--- src/rtl/seq_detector_param.sv ---
// rtl/seq_detector_param.sv - runtime-loadable N-bit serial pattern detector with match counter
module seq_detector_param #(
  parameter int             N       = 5,
  parameter logic [N-1:0]   PAT_RST = 5'b11001,
  parameter int             CNT_W   = 8
) (
  input  logic             clk,
  input  logic             rst,
  input  logic             din,
  input  logic             din_valid,
  input  logic             overlap,
  input  logic             pat_load,
  input  logic [N-1:0]     pat_in,
  input  logic             clr_count,
  output logic             y,
  output logic             y_reg,
  output logic [CNT_W-1:0] match_count
);

  localparam int            FW        = $clog2(N + 1);
  localparam logic [FW-1:0] FILL_FULL = FW'(N);
  localparam logic [FW-1:0] FILL_ARM  = FW'(N - 1);

  logic [N-1:0]  pat;
  logic [N-1:0]  hist;
  logic [N-1:0]  cand;
  logic [FW-1:0] fill;
  logic          accept;

  assign cand   = {hist[N-2:0], din};
  assign accept = din_valid & ~pat_load;
  // fill gates out stale history left over from reset, reload or a non-overlap match
  assign y      = ~rst & accept & (fill >= FILL_ARM) & (cand == pat);

  always_ff @(posedge clk or posedge rst) begin
    if (rst) begin
      pat  <= PAT_RST;
      hist <= '0;
      fill <= '0;
    end else if (pat_load) begin
      pat  <= pat_in;
      fill <= '0;
    end else if (din_valid) begin
      hist <= cand;
      if (y && !overlap) begin
        fill <= '0;
      end else if (fill != FILL_FULL) begin
        fill <= fill + 1'b1;
      end
    end
  end

  always_ff @(posedge clk or posedge rst) begin
    if (rst) begin
      y_reg       <= 1'b0;
      match_count <= '0;
    end else begin
      y_reg <= y;
      if (clr_count) begin
        match_count <= '0;
      end else if (y && !(&match_count)) begin
        match_count <= match_count + 1'b1;
      end
    end
  end

endmodule

--- config.mk ---
export PLATFORM = sky130hd
export DESIGN_NAME = seq_detector_param
export DESIGN_NICKNAME = d
export VERILOG_FILES = /design/src/rtl/seq_detector_param.sv
export SDC_FILE = /design/constraint.sdc
export NUM_CORES = 1
export LEC_CHECK = 0
export BUFFER_PORTS_ARGS = -buffer_cell sky130_fd_sc_hd__buf_2
export CAP_MARGIN = 15
export CORE_MARGIN = 2
export CORE_UTILIZATION = 50
export DETAILED_ROUTE_END_ITERATION = 8
export GPL_ROUTABILITY_DRIVEN = 0
export GPL_TIMING_DRIVEN = 0
export PLACE_DENSITY = 0.85
export SETUP_SLACK_MARGIN = 0.2
export SKIP_CTS_REPAIR_TIMING = 1
export SYNTH_ARGS = -nofsm -noshare
export SYNTH_HDL_FRONTEND = slang
export SYNTH_SLANG_ARGS = --single-unit
export TNS_END_PERCENT = 10
--- constraint.sdc ---
create_clock -name clk -period 5 [get_ports clk]
set_clock_uncertainty 0.2 [all_clocks]
set_input_delay 0.5 -clock clk [delete_from_list [all_inputs] [get_ports clk]]
set_output_delay 0.5 -clock clk [all_outputs]
set_load 0.01 [all_outputs]
# Word-level counts from Yosys, hierarchy flattened
# Cells that the tools add are included.
# word_totals
ff_bits,21
wordCells,32
input_bits,12
out_inout_bits,10
# op_classes
n_bitwise,6
order_cmp,1
muxes,6
n_eq_ne,2
n_addsub,2
n_reduce_logical,10
# ops
cell,n
$mux 8,2
$mux 3,4
$add 8x1->8 const B,1
$reduce_and 8->1,1
$eq 5x5->1,1
$and 1x1->1,4
$reduce_and 2->1,2
$reduce_bool 2->1,2
$add 3x1->3 const B,1
$ge 3x3->1 const B,1
$ne 3x3->1 const B,1
$reduce_bool 3->1,1
$logic_and 1x1->1,2
$logic_not 1->1,2
$not 1->1,2

# Logic depth before layout (Yosys ltp)
# Gate-level depths: netlist of run 1.
# logic_depth
depth_word,9
ltp_mapped,7
ltp_nobuf,6

# Worst setup path before layout of run 1
# Ideal clock, no wire load.
# synth_path
path_kind,input port to flip-flop
startpoint,input port pat_load
endpoint,register match_count[4]
setup_ns,0.066
stages,7
path_buffers,2
required_ns,4.734
setup_slack_ns,2.372
arrival_time_ns,2.362
path_cell_list,buf_6 and4bb_1 or4b_4 or3_4 buf_6 or4_1 nand2_1
# synth_via
elab_chain_cells,7
# synth_rtl
item,line,rtl
"start, declared",12,"input logic pat_load,"
$not 1->1 (no source line),n/a,
$and 1x1->1,31,assign accept = din_valid & ~pat_load;
$and 1x1->1 (3 in series),33,assign y = ~rst & accept & (fill >= FILL_ARM) & (cand == pat);
$logic_and 1x1->1,61,end else if (y && !(&match_count)) begin
$reduce_bool 2->1 (no source line),n/a,
"end signal, assigned",62,match_count <= match_count + 1'b1;
"end, declared",17,output logic [CNT_W-1:0] match_count
# No other way between the ends.
# A chain may end at the register's enable or synchronous reset.

# Worst setup path after layout of run 1
# layout_path
startpoint,register pat[4]
endpoint,register match_count[4]
# layout_via
elab_chain_cells,4
# layout_rtl
item,line,rtl
"start, declared",24,logic [N-1:0] pat;
"start signal, assigned",41,pat <= pat_in;
$eq 5x5->1,33,
$and 1x1->1,33,
$logic_and 1x1->1,61,
$reduce_bool 2->1 (no source line),n/a,
# No other way between the ends.

==> results of run 1 <==
-- cell usage after synthesis, drive strengths merged --
cell	count
a21o	1
a21oi	6
a311oi	1
and3	1
and4b	1
and4bb	1
buf	3
dfrtp	18
dfstp	3
ha	3
inv	3
mux2	9
mux2i	1
nand2	7
nand3	5
nand4	1
nor2	5
nor2b	1
nor3	3
nor4b	1
o21ai	3
o22ai	1
o31ai	3
or3	3
or4	3
or4b	1
xnor2	3
xor2	4
-- metal layers --
| layer | global-route usage (%) | up-vias | part of all wire [%] |
|---|---|---|---|
| met5 | 0 | - | 0 |
| met4 | 8.33 | 0 | 1.6 |
| met3 | 3.94 | 4 | 5.0 |
| met2 | 33.1 | 24 | 51 |
| met1 | 20.8 | 380 | 43 |
| li1 | - | 393 | - |
-- critical path, delay by kind of cell (launching register included) --
kind / cells / cell delay (ps)
AND/OR/NAND/NOR: 4 / 1490
buffers and inverters: 1 / 150
flip-flops: 1 / 570
XOR/XNOR: 1 / 80
-- worst paths after layout --
kind,to,slack [ps],cells past startpoint
setup / recovery,match_count[4],2450,6
hold / removal,hist[1],120,2
setup reg to reg,match_count[4],2450,6
hold reg to reg,hist[3],350,1
max in group asynchronous,match_count[3],3980,2
min in group clk,pat[2],210,2
-- cell families after synthesis --
kind of cell    after synthesis
simple gates                 33
flops                        21
compound gates               15
mux                          10
xor+xnor                      7
buf+inv                       6
fa+ha+maj                     3
-- cell usage in the layout (no fill, tap or decap) --
cell | netlist | final
or3_1 | 2 | 2
buf_6 | 2 | 2
clkbuf_4 | 0 | 3
clkbuf_1 | 0 | 1
nor4b_1 | 1 | 1
o21ai_0 | 3 | 3
a311oi_1 | 1 | 1
nand4_1 | 1 | 1
ha_1 | 3 | 3
xnor2_1 | 3 | 3
nand2_1 | 7 | 7
and4b_1 | 1 | 1
a21o_1 | 1 | 1
nand3_1 | 5 | 5
nor3_1 | 3 | 3
mux2i_1 | 1 | 1
o22ai_1 | 1 | 1
a21oi_1 | 6 | 6
or4b_4 | 1 | 1
or4_1 | 3 | 3
xor2_1 | 4 | 4
dfrtp_1 | 18 | 18
nor2_1 | 5 | 5
and4bb_1 | 1 | 1
nor2b_1 | 1 | 1
or3_4 | 1 | 1
o31ai_1 | 3 | 3
inv_1 | 3 | 3
buf_2 | 0 | 19
mux2_2 | 9 | 9
buf_1 | 1 | 1
and3_1 | 1 | 1
dfstp_2 | 3 | 3
-- stage by stage --
step / std cells / cell area, um2 / setup slack (ps)
after floorplan: 95 / 1060 / 2370
after global placement: 141 / 1190 / 2320
after detailed placement: 141 / 1190 / 2280
after CTS: 145 / 1220 / 2440
after global routing: 145 / 1220 / 2400
final: 145 / 1220 / 2450
-- area by class of cell --
cell class	instances	area [um2]	share of cell area, %
flip-flops and latches	21	529	43.5
multi-input cells	68	495	40.7
repair buffers	19	95.1	7.81
well taps	27	33.8	2.77
clock buffers	4	26.3	2.16
plain buffers	3	26.3	2.16
inverters	3	11.3	0.925
-- power by group through the flow --
stage                     Sequential (mW)  Clock (mW)  Combinational [mW]
final                               0.198      0.0834              0.0482
after global routing                0.201      0.0916              0.0534
after CTS                           0.198      0.0866              0.0489
after detailed placement            0.202           0              0.0484
after global placement              0.200           0              0.0458
after floorplan                     0.199           0              0.0372
==> out/metrics.csv, run 1 <==
metric,value,unit
status,"complete, no violations",
DR vias,801,
drt drc,0,
MaxCap Viol Count,0,
post-synthesis cell count,95,
"Cell Chain, Critical Path",xor2_1 > or4b_4 > or3_4 > buf_6 > or4_1 > nand2_1,
VDD IR max,0.000212,V
Setup crit start kind,flip-flop,
Power Density,271,nW/um2
"FF+latch count, synth",21,
post-synthesis sequential area ratio,49.8,%
overflow left after global routing,0,
I/O pins,22,
first-pass GRT wire length,3400,um
simple-gate area share of the yosys netlist,18.4,%
largest family of logic cells by synthesized area,simple AND/OR/NAND/NOR gates,
Crit Path Class,flip-flop to flip-flop,
Hold Path Class,primary input to async pin,
Synth top area share,42.4,%
switch share,26.5,%
hpwl dp,1570,um
max frequency,0.392,GHz
final setup fails,0,
Syn Nets,110,
post-route ant nets,0,
"Slew Viols, Final",0,
cell taking the most area after synthesis,dfrtp_1,
WP data required,5060,ps
Design Power,0.330,mW
largest net degree at the start of global routing,22,
fin crit share,51.0,%
worst r2r src,pat[4],
RSZ-0062 raised after global routing,false,
port buffer count,19,
WL per Instance,14.0,um
Seq pwr share,60.1,%
Initial DRT Pass Iterations,4,
post-synthesis mux area share,10.5,%
Layout Utilization,61.4,%
CP Capture Type,flip-flop,
"Net count, final",134,
vias in the first global route,792,
"CTS clk-pin slew, worst paths",120,ps
"wirelength, routed",2040,um
Biggest register,match_count,
Synth warnings,0,
Critical Path Slowest Stage Cell,dfstp_2,
clock buffer count from CTS,3,
worst skew pair latency,310,ps
Rows,16,
H-tree level count,1,
Initial DRC Count,7,
Global Route Usage Sum,18.5,%
Worst path max stage delay,570,ps
top flop regs,"match_count (8), pat (5), hist (4)",
actual slew at the worst max-slew pin,796,ps
final hold viol count,0,
max reg flops,8,
Layout area overhead,14.6,%
mapped cell area,1060,um2
worst-path fanout max,10,
die height,50.1,um
internal cell power,0.242,mW
share of cells above drive strength 1,32.2,%
CTS tree,done,
Final TNS setup,0,ps
ranking of synthesized cells by area,"dfrtp_1 42%, mux2_2 9.5%, dfstp_2 7.4%",
Fillers,179,
max_slew headroom,46.8,%
syn_area_per_cell,11.2,um2
Core ar.,1980,um2
crit path from,pat[4],
Die X,50.1,um
post-synthesis xor/xnor area fraction,5.77,%
DR vias/cell,5.52,
Root Driver,clkbuf_4,
Leak,0.576,nW
clock group share of total power,25.3,%
Combinational Power Share,14.6,%
NetSw,0.0873,mW
die area,2510,um2
CTS Buffer Depth,2,
Final min period,2550,ps
Netlist cell types,30,
CTS sink count,21,
critical path arrival,2610,ps
initial antenna violation count,0,
Synth Area in Adders,3.53,%
Synth Area in Compound Gates,8.48,%
Initial Util,53.6,%
hold slack,123,ps
number of inserted diodes,0,
(Power assumes the default switching activity.)
==> run 2, diff against run 1 <==
--- a/config.mk
+++ b/config.mk
@@ -5,6 +5,7 @@
 export SDC_FILE = /design/constraint.sdc
 export NUM_CORES = 1
 export LEC_CHECK = 0
+export ABC_AREA = 1
 export BUFFER_PORTS_ARGS = -buffer_cell sky130_fd_sc_hd__buf_2
 export CAP_MARGIN = 15
 export CORE_MARGIN = 2
@@ -12,7 +13,7 @@
 export DETAILED_ROUTE_END_ITERATION = 8
 export GPL_ROUTABILITY_DRIVEN = 0
 export GPL_TIMING_DRIVEN = 0
-export PLACE_DENSITY = 0.85
+export PLACE_DENSITY = 0.84
 export SETUP_SLACK_MARGIN = 0.2
 export SKIP_CTS_REPAIR_TIMING = 1
 export SYNTH_ARGS = -nofsm -noshare
==> constraint.sdc (replaced) <==
create_clock -name clk -period 2.6 [get_ports clk]
set_clock_uncertainty 0.2 [all_clocks]
set_input_delay 0.26 -clock clk [delete_from_list [all_inputs] [get_ports clk]]
set_output_delay 0.26 -clock clk [all_outputs]
set_load 0.01 [all_outputs]
==> run 2 against run 1 <==
  * The flow now finishes with violations (negative hold slack)
  * Largest power group unchanged
  * Final cell count up 51%
  * Global-route usage up 0.41 points
  * Sequential share of layout area decreased by 7.7 points
  * Clock power increased by 83%
  * Die area increased by 16%
  * Power up 90%
==> out/metrics.csv, run 2 <==
metric,value,unit,change
worst r2r src,pat[0],,
ranking of synthesized cells by area,"dfrtp_1 36%, nand2_1 15%, inv_1 6.9%",,
Core ar.,2410,um2,+22%
final cell area excluding filler cells,1480,um2,+22%
critical path arrival,1730,ps,-880 ps
cell taking the most area after synthesis,dfrtp_1,,
fin crit share,84.4,%,
hold depth,3,,
Final TNS setup,0,ps,unchanged
Initial Util,51.6,%,-2.0 points
Critical Path Slowest Stage Cell,dlygate4sd3_1,,
Setup crit start kind,primary input,,
Synth Area in Adders,3.02,%,-0.51 points
max frequency,0.456,GHz,
r2r worst-path depth,9,,+3
Worst path max stage delay,530,ps,-40 ps
top-count cell post-synth,nand2_1,,
syn_area_per_cell,7.86,um2,-30%
top flop regs,"match_count (8), pat (5), hist (4)",,
Synth Area in Compound Gates,4.33,%,-4.2 points
hpwl dp,1790,um,+14%
clock buffer count from CTS,3,,unchanged
Crit Path Class,primary input to primary output,,
Syn Nets,173,,+57%
simple-gate area share of the yosys netlist,36.0,%,+18 points
CTS sink count,21,,unchanged
"commonest non-fill, non-tap cell in the layout",nand2_1,,
Die X,53.9,um,+7.5%
WP data required,2140,ps,-2920 ps
final setup fails,0,,unchanged
Rows,18,,+2
Final min period,2190,ps,
vias in the first global route,1011,,+28%
Layout area overhead,19.1,%,
"Cell Chain, Critical Path",dlygate4sd3_1 > buf_2 > clkinvlp_4 > nand2_1 > nor2_4 > nand2_2 > nor2_4 > nand2_4 > inv_1 > buf_2,,
die area,2900,um2,+16%
Post-DP Area,1380,um2,+16%
most frequent cells in the layout,"49 x nand2_1, 22 x inv_1, 20 x buf_2, 18 x dfrtp_1, 13 x nand3_1",,
post-synthesis cell count,158,,+66%
H-tree level count,1,,unchanged
largest net degree at the start of global routing,23,,+4.5%
worst-path fanout max,5,,-5
final hold viol count,1,,+1
Netlist cell types,26,,-13%
max reg flops,8,,unchanged
Global Route Usage Sum,18.9,%,+0.41 points
"wirelength, routed",2370,um,+16%
CTS Buffer Depth,2,,unchanged
DR vias/cell,5.00,,-9.5%
port buffer count,20,,+1
share of cells above drive strength 1,21.7,%,-11 points
drt drc,0,,unchanged
die height,53.9,um,+7.5%
Initial DRT Pass Iterations,2,,-2
VDD IR max,0.000308,V,+46%
Power Density,423,nW/um2,+56%
overflow left after global routing,0,,unchanged
initial antenna violation count,0,,unchanged
"Net count, final",205,,+53%
status,"finished, violations left",,
Leak,0.832,nW,+44%
WL per Instance,10.8,um,-23%
first-pass GRT wire length,3970,um,+17%
hold slack,-39.2,ps,-162 ps
post-synthesis sequential area ratio,42.6,%,-7.2 points
predominant post-synthesis flop cell,dfrtp_1,,
Synth top area share,36.3,%,-6.1 points
MaxCap Viol Count,0,,unchanged
hold endpoint,pat[2],,
failing checks,negative hold slack,,
CP Capture Type,primary output,,
max_slew headroom,45.3,%,-1.5 points
"FFs w/ async S/R, synth",100,%,unchanged
most frequent cells after synthesis,"49 x nand2_1, 23 x inv_1, 18 x dfrtp_1",,
RSZ-0062 raised after global routing,false,,
post-synthesis mux area share,0,%,-10 points
post-synthesis xor/xnor area fraction,4.93,%,-0.84 points
Initial DRC Count,20,,+13
DR vias,1095,,+37%
R2R setup slack,850,ps,-1600 ps
Post-synth EDFFs,0,,unchanged
"CTS clk-pin slew, worst paths",110,ps,about the same
Synth warnings,0,,unchanged
post-route ant nets,0,,unchanged
worst skew pair latency,300,ps,about the same
RR Endpoint,match_count[6],,
Layout Utilization,61.4,%,about the same
"Slew Viols, Final",0,,unchanged
Root Driver,clkbuf_4,,
hold_sp,pat_in[2],,
actual slew at the worst max-slew pin,818,ps,+21.2 ps
number of inserted diodes,0,,unchanged
largest family of logic cells by synthesized area,simple AND/OR/NAND/NOR gates,,
CTS tree,done,,
Hold Path Class,primary input to flip-flop,,
Biggest register,match_count,,
"FF+latch count, synth",21,,unchanged
mapped cell area,1240,um2,+17%
I/O pins,22,,unchanged
-- run 2: cell types whose count changed after synthesis, moves of 5 or more --
cell	before	now
nand4_1	1	7
nand2_1	7	49
mux2_2	9	0
a21oi_1	6	0
o21ai_0	3	8
nand3_1	5	13
inv_1	3	23
-- run 2: where the power goes --
part / switching [mW] / internal [mW]
combinational: 0.0638 / 0.0434
sequential: 0.0153 / 0.350
clock: 0.0932 / 0.0598
total: 0.172 / 0.453
-- run 2: area by class of cell --
class,instances,area (um2)
timing repair buffer,27,170
multi-input combinational,110,599
sequential,21,529
tap,30,37.5
buffer,2,15.0
inverter,25,103
fill,213,930
clock buffer,4,26.3
-- run 2: cells by family (layout without fill, tap and decap cells) --
family                     Yosys count  count (layout)
DFF                                 21              21
AOI/OAI and AO/OA                   10              10
buffers and inverters               27              58
and+or+nand+nor                     90              90
adders and majority gates            3               3
xor gates and xnor gates             7               7
-- run 2: per-layer routing --
| metal | global-route usage, % | share of wire, % |
|---|---|---|
| met1 | 20.3 | 45 |
| met2 | 36.2 | 51 |
| met3 | 2.78 | 3.2 |
| met4 | 8.12 | 1.1 |
| met5 | 0 | 0 |
-- run 2: metrics by stage --
step | setup WS, ps | instances | total power, mW
after global routing | 298 | 219 | 0.665
after CTS | 262 | 212 | 0.625
after detailed placement | 273 | 208 | 0.469
after floorplan | 712 | 158 | 0.443
final | 407 | 219 | 0.626
after global placement | 314 | 208 | 0.463
-- run 2: how the worst max path moves through the flow --
stage	start	to	slack, ps	depth (start not counted)
after global routing	rst	y	300	10
after CTS	rst	y	260	9
after floorplan	rst	match_count[2]	710	10
final	rst	y	410	10
after global placement	rst	y	310	9
after detailed placement	rst	y	270	9
-- run 2: worst max-delay path, delay by kind of cell --
| kind | cells | cell delay (ps) |
|---|---|---|
| and+or+nand+nor | 5 | 510 |
| buffers and inverters | 5 | 960 |
